$ cat src/rtl/sram_controller.sv
// Turns one 32-bit MEM-stage read or write into two 16-bit accesses on an
// external single-port SRAM, holding each access for WAIT_CYCLES clocks.
module sram_controller #(
  parameter int WAIT_CYCLES = 2,
  parameter int ADDR_BASE   = 1024
) (
  input  logic        clk,
  input  logic        rst,
  input  logic        MEM_W_EN,
  input  logic        MEM_R_EN,
  input  logic [31:0] ALU_Res,
  input  logic [31:0] Val_Rm,
  output logic        ready,
  output logic [31:0] read_data,
  output logic [17:0] sram_addr,
  output logic [15:0] sram_dq_out,
  output logic        sram_dq_oe,
  input  logic [15:0] sram_dq_in,
  output logic        sram_we_n
);

  localparam logic [1:0] IDLE = 2'd0;
  localparam logic [1:0] LO   = 2'd1;
  localparam logic [1:0] HI   = 2'd2;
  localparam logic [1:0] DONE = 2'd3;

  localparam int            CW       = (WAIT_CYCLES > 1) ? $clog2(WAIT_CYCLES) : 1;
  localparam logic [CW-1:0] CNT_LOAD = CW'(WAIT_CYCLES - 1);

  logic [1:0]    state;
  logic [CW-1:0] cnt;
  logic          op_wr;
  logic [16:0]   word_idx;
  logic [31:0]   wdata;
  logic          req;
  logic [18:0]   offset;
  logic          unused_addr_bits;

  assign req = MEM_W_EN | MEM_R_EN;

  // Only bits [18:2] of (ALU_Res - ADDR_BASE) survive, so a 19-bit subtract is exact.
  assign offset           = ALU_Res[18:0] - 19'(ADDR_BASE);
  assign unused_addr_bits = ^{ALU_Res[31:19], offset[1:0]};

  // NOTE: sequential state uses non-blocking (<=) so every register samples
  // pre-edge values and the simulation matches the synthesized flops.
  always_ff @(posedge clk) begin
    if (rst) begin
      state     <= IDLE;
      cnt       <= '0;
      op_wr     <= 1'b0;
      word_idx  <= '0;
      wdata     <= '0;
      read_data <= '0;
    end else begin
      case (state)
        IDLE: begin
          if (req) begin
            op_wr    <= MEM_W_EN;  // write wins when both enables are high
            word_idx <= offset[18:2];
            wdata    <= Val_Rm;
            cnt      <= CNT_LOAD;
            state    <= LO;
          end
        end
        LO: begin
          if (cnt == '0) begin
            if (!op_wr) read_data[15:0] <= sram_dq_in;
            cnt   <= CNT_LOAD;
            state <= HI;
          end else begin
            cnt <= cnt - 1'b1;
          end
        end
        HI: begin
          if (cnt == '0) begin
            if (!op_wr) read_data[31:16] <= sram_dq_in;
            state <= DONE;
          end else begin
            cnt <= cnt - 1'b1;
          end
        end
        default: state <= IDLE;
      endcase
    end
  end

  // NOTE: every output gets a default before the case so no latch is inferred.
  always_comb begin
    ready       = 1'b0;
    sram_addr   = '0;
    sram_dq_out = '0;
    sram_dq_oe  = 1'b0;
    sram_we_n   = 1'b1;
    case (state)
      IDLE: ready = !req;
      LO, HI: begin
        sram_addr   = {word_idx, state == HI};
        sram_dq_oe  = op_wr;
        sram_we_n   = !op_wr;
        if (op_wr) sram_dq_out = (state == HI) ? wdata[31:16] : wdata[15:0];
      end
      default: ready = 1'b1;
    endcase
  end

endmodule

$ cat config.mk
export PLATFORM = sky130hd
export DESIGN_NAME = sram_controller
export DESIGN_NICKNAME = d
export VERILOG_FILES = /design/src/rtl/sram_controller.sv
export SDC_FILE = /design/constraint.sdc
export NUM_CORES = 1
export LEC_CHECK = 0
export ABC_AREA = 1
export BUFFER_PORTS_ARGS = -buffer_cell sky130_fd_sc_hd__buf_2
export CAP_MARGIN = 20
export CORE_MARGIN = 2
export CORE_UTILIZATION = 48
export CTS_CLUSTER_SIZE = 20
export DETAILED_ROUTE_END_ITERATION = 8
export GPL_TIMING_DRIVEN = 0
export MAX_ROUTING_LAYER = met4
export PLACE_DENSITY = 0.89
export SETUP_SLACK_MARGIN = 0.5
export SYNTH_ARGS = -nofsm -noshare
export SYNTH_HDL_FRONTEND = slang
export SYNTH_SLANG_ARGS = --single-unit
$ cat constraint.sdc
create_clock -name clk -period 2 [get_ports clk]
set_input_delay 0.4 -clock clk [delete_from_list [all_inputs] [get_ports clk]]
set_output_delay 0.4 -clock clk [all_outputs]
set_load 0.01 [all_outputs]
Yosys cells after proc, flatten, opt, wreduce, memory -nomap -nowiden
Cells that the tools add are included.
- bits in registers: 85
- output and inout port bits: 69
- equality and inequality tests: 5
- multiplexer cells: 15
- add/sub/neg operators: 2
- bitwise operators: 3
- reduce and logical (&&, ||, !) cells: 10
- operators with widths (cell ; count):
    $mux W16 ; 3
    $sub A19 B11 Y19 const B ; 1
    $mux W18 ; 1
    $reduce_and A3 Y1 ; 3
    $mux W2 ; 3
    $ne A2 B2 Y1 const B ; 3
    $pmux W2 S3 ; 1
    $mux W1 ; 5
    $reduce_and A2 Y1 ; 2
    $pmux W1 S3 ; 1
    $reduce_bool A3 Y1 ; 1
    $eq A2 B1 Y1 const B ; 1
    $eq A2 B2 Y1 const B ; 1
    $logic_not A1 Y1 ; 2
    $logic_not A2 Y1 ; 1
    $not A1 Y1 ; 2
    $pmux W1 S2 ; 1
    $reduce_or A2 Y1 ; 1
    $or A1 B1 Y1 ; 1
    $sub A1 B1 Y1 const B ; 1

Logic depth before layout (Yosys ltp)
- depth after elaboration: 4
- gate-level depth with buffers: 9
- mapped depth without buffers: 8

Worst setup path before layout
No wires, ideal clock.
- path kind: register to output
- from: register state[0]
- to: output port sram_dq_out[10]
- slack: 223 ps
- arrival: 1377 ps
- cell stages (with the launch flop): 8
- path through: dfxtp_1 -> inv_1 -> ha_1 -> buf_4 -> clkinv_1 -> buf_4 -> nor2_1 -> nor3_1
- longest elaborated chain between the ends: 4
- ends and longest elaborated chain (item ; RTL line ; text):
    start: declaration ; 30 ; logic [1:0] state;
    start signal: assignment ; 49 ; state <= IDLE;
    start signal: assignment ; 63 ; state <= LO;
    start signal: assignment ; 70 ; state <= HI;
    $eq A2 B2 Y1 ; 95, 101 ;
    $mux W16 (2 in series) ; 101 ; if (op_wr) sram_dq_out = (state == HI) ? wdata[31:16] : wdata[15:0];
    $mux W16 (*) ; 95 ; case (state)
    end: declaration ; 16 ; output logic [15:0] sram_dq_out,
Every way passes the cells marked *; elsewhere a longest branch is shown, timed or not.

Worst setup path after layout
- from: register state[0]
- to: output port sram_dq_out[11]
Same word-level chain as after synthesis.

==> impl_metrics.toml <==
[routing]
num_vias = 4056
routed_wire_length_per_instance_um = 14.67
drc_viols = 0
firstDrtPassIters = 5
vias_per_cell = 5.141
detail-route-antenna-nets = 0
routed_wirelength_um = 11570
detailedRoute.firstIterationViolations = 196

[floorplanning]
placementRows = 31
boundaryPins = 153
dieArea_mm2 = 0.008192
floorplan.core_area_mm2 = 0.007253
effective_utilization_at_floorplan = 0.4953
die_y_um = 90.51
die_width_um = 90.51

[sta]
layout_setup_ws_ps = -96.06
final-max-slew-violation-count = 0
fmax_mhz = 477.1
worst_pin_slew_ps = 441.0
rsz0062_at_grt = "true"
setup-violations-final = 13
min_period_over_period = 1.048
report.final.hold_viol_count = 0
fin_crit_ps = 2096
clock-skew-final_ps = 10.85
max_slew_margin = 0.7060

[cells_and_area]
stdcell_area_mm2 = 0.005469
antenna_cells = 0
instances_no_fill = 789
areaGrowthSynthToFinish_pct = 52.25
final_nets = 773
drive_above_1_share = 0.4072
layout.core_utilization = 0.7540

[setup_path]
worst-endpoint-required_ps = 1600
worst-endpoint-arrival_ps = 1700
worst-setup-path-type = "reg2out"
biggest_fanout_along_the_worst_timing_path = 5
setup.worst_path.start_class = "flip-flop"
ff2ff_setup_slack_ps = 480
end_kind = "primary output"

[logic_synthesis]
syn_area_mm2 = 0.003592
syn_inst = 513
synth_top_area_share = 0.4737
synth_top_flop_cell = "dfxtp_1"
number_of_nets_produced_by_synthesis = 601
synth.avg_cell_area_um2 = 7.002
synth_top_area_cell = "dfxtp_1"
synth_enable_flop_cells = 0
yosys-top-cells-area = "dfxtp_1 (47%), nor2_1 (20%), o21ai_0 (10%), inv_1 (3.8%), nand2_1 (3.6%)"
synth_seq_cells = 85
ys_types = 23
ys_seq_area_frac = 0.4737
async_flop_share = 0
ys_warn_count = 0

[status]
outcome = "complete, but fails checks"
violated_checks = "negative setup slack"

[placement]
cell_total_after_placement = 749
buffer_ports.inserted = 137
dpl.hpwl_um = 7468
gp_routability_congestion = 0.9127
pre_cts_slack_ps = 301.8
detailed_place.area_mm2 = 0.004601

[power]
power.leakage_uw = 0.002727
pwr_density_cell_mw_per_mm2 = 1596
fin_total_pwr_uw = 8730
largest_voltage_drop_on_the_vdd_net_mv = 0.8720

[run]
drv_cap = 0

[global_route]
initial_antenna_violation_count = 0
grt_max_degree = 16
grt_first_pass_wirelength_um = 17710
globalRouteOverflowTotal = 0
number_of_global_route_vias_before_repair = 3894
grt_util_all_layers = 0.2725

[clock_tree]
clock_latency_ps = 350
buffer_type_at_the_clock_tree_root = "clkbuf_8"
tritoncts = "done"
clock_sink_count = 85
cts_inserted_buffers = 9
clock_tree.htree_level_count = 3
clk_pin_slew_worst_paths_ps = 90
cts_buffer_depth = 2

[worst_hold_path]
hold_path.class = "in2reg"
registers in the layout (all words and copies together), names as in the netlist:
signal and cells:
read_data 32, word_idx 17, cnt 1, state 2, wdata 32, op_wr 1
cell type report:
type | instances | area (um2)
flip-flops and latches | 85 | 1704
well taps | 99 | 123.9
inverters | 41 | 181.4
repair buffers | 160 | 1060
multi-input cells | 360 | 1919
fillers | 492 | 1784
clock inverters | 6 | 70.07
clock buffers | 10 | 137.6
plain buffers | 28 | 272.8
synth_stat cells, types with 2 or more instances:
cell type	number
nand2_1	34
o21ai_0	73
buf_1	2
nor3_1	16
dfxtp_1	85
a21oi_1	9
clkbuf_1	6
ha_1	4
o21ai_1	12
nand2_2	3
nand3_1	9
buf_2	13
inv_1	36
buf_4	3
buf_6	4
inv_2	4
nor2_1	194
cells in the final DEF (no fill, tap or decap), types with 4 or more instances in the layout:
master,instances
clkbuf_1,6
buf_4,18
nor3_2,4
nand3_1,6
nor2_2,10
nor3_4,9
o21ai_1,12
clkbuf_8,10
nand2_2,16
nor2_1,176
nor2_4,9
buf_8,5
a21oi_1,9
dfxtp_1,83
buf_2,121
nand2_1,19
buf_6,29
inv_1,21
inv_4,4
buf_12,4
inv_2,14
o21ai_0,70
per-layer routing:
metal | track usage | share of wire | wire length [um]
met1 | 0.3189 | 0.40 | 4686
met2 | 0.4527 | 0.50 | 5832
met3 | 0.04591 | 0.060 | 699
met4 | 0.1359 | 0.031 | 353
met5 | - | 0 | 0
per-stage QoR:
step,TNS [ps],hold WS [ps]
6_report,-781.4,255.9
5_1_grt,-2572,251.9
4_1_cts,-588.6,247.5
3_5_place_dp,0,466.6
3_3_place_gp,0,455.9
2_1_floorplan,0,449.4
worst max-delay path, stage by stage (launching register included):
cell	delay (ps)
dfxtp_2	360
inv_4	50
ha_4	160
buf_8	130
clkinv_8	50
buf_12	90
buf_8	120
nor2_2	50
nor3_4	170
buf_2	160
what timing repair did:
item	CTS	global route
setup endpoints to repair	38	61
pin swaps	15	14
hold buffers	0	0
gates resized for setup	51	73
cloned	3	3
setup buffers	15	3
logic make-up after synthesis:
family,share of synthesized area
AO/OA/AOI/OAI,0.1404
XOR/XNOR,0.002439
flip-flops,0.4737
AND/OR/NAND/NOR,0.2814
adder cells (fa/ha/maj),0.01393
buffers and inverters,0.08812
worst paths after layout:
check,startpoint,to,cells past startpoint
worst max-delay path,state[0]$_SDFFE_PP0P_,sram_dq_out[11],9
worst min-delay path,ALU_Res[10],word_idx[8]$_SDFFE_PP0P_,2
worst max register to register,state[1]$_SDFFE_PP0P_,wdata[26]$_SDFFE_PP0P_,8
worst min register to register,read_data[19]$_SDFFE_PP0P_,read_data[19]$_SDFFE_PP0P_,2
power breakdown:
part	internal [uW]	switching [uW]
registers	2260	377
clock network	623	642
logic	2190	2640
Note: power is estimated with default switching activity, not from simulation.
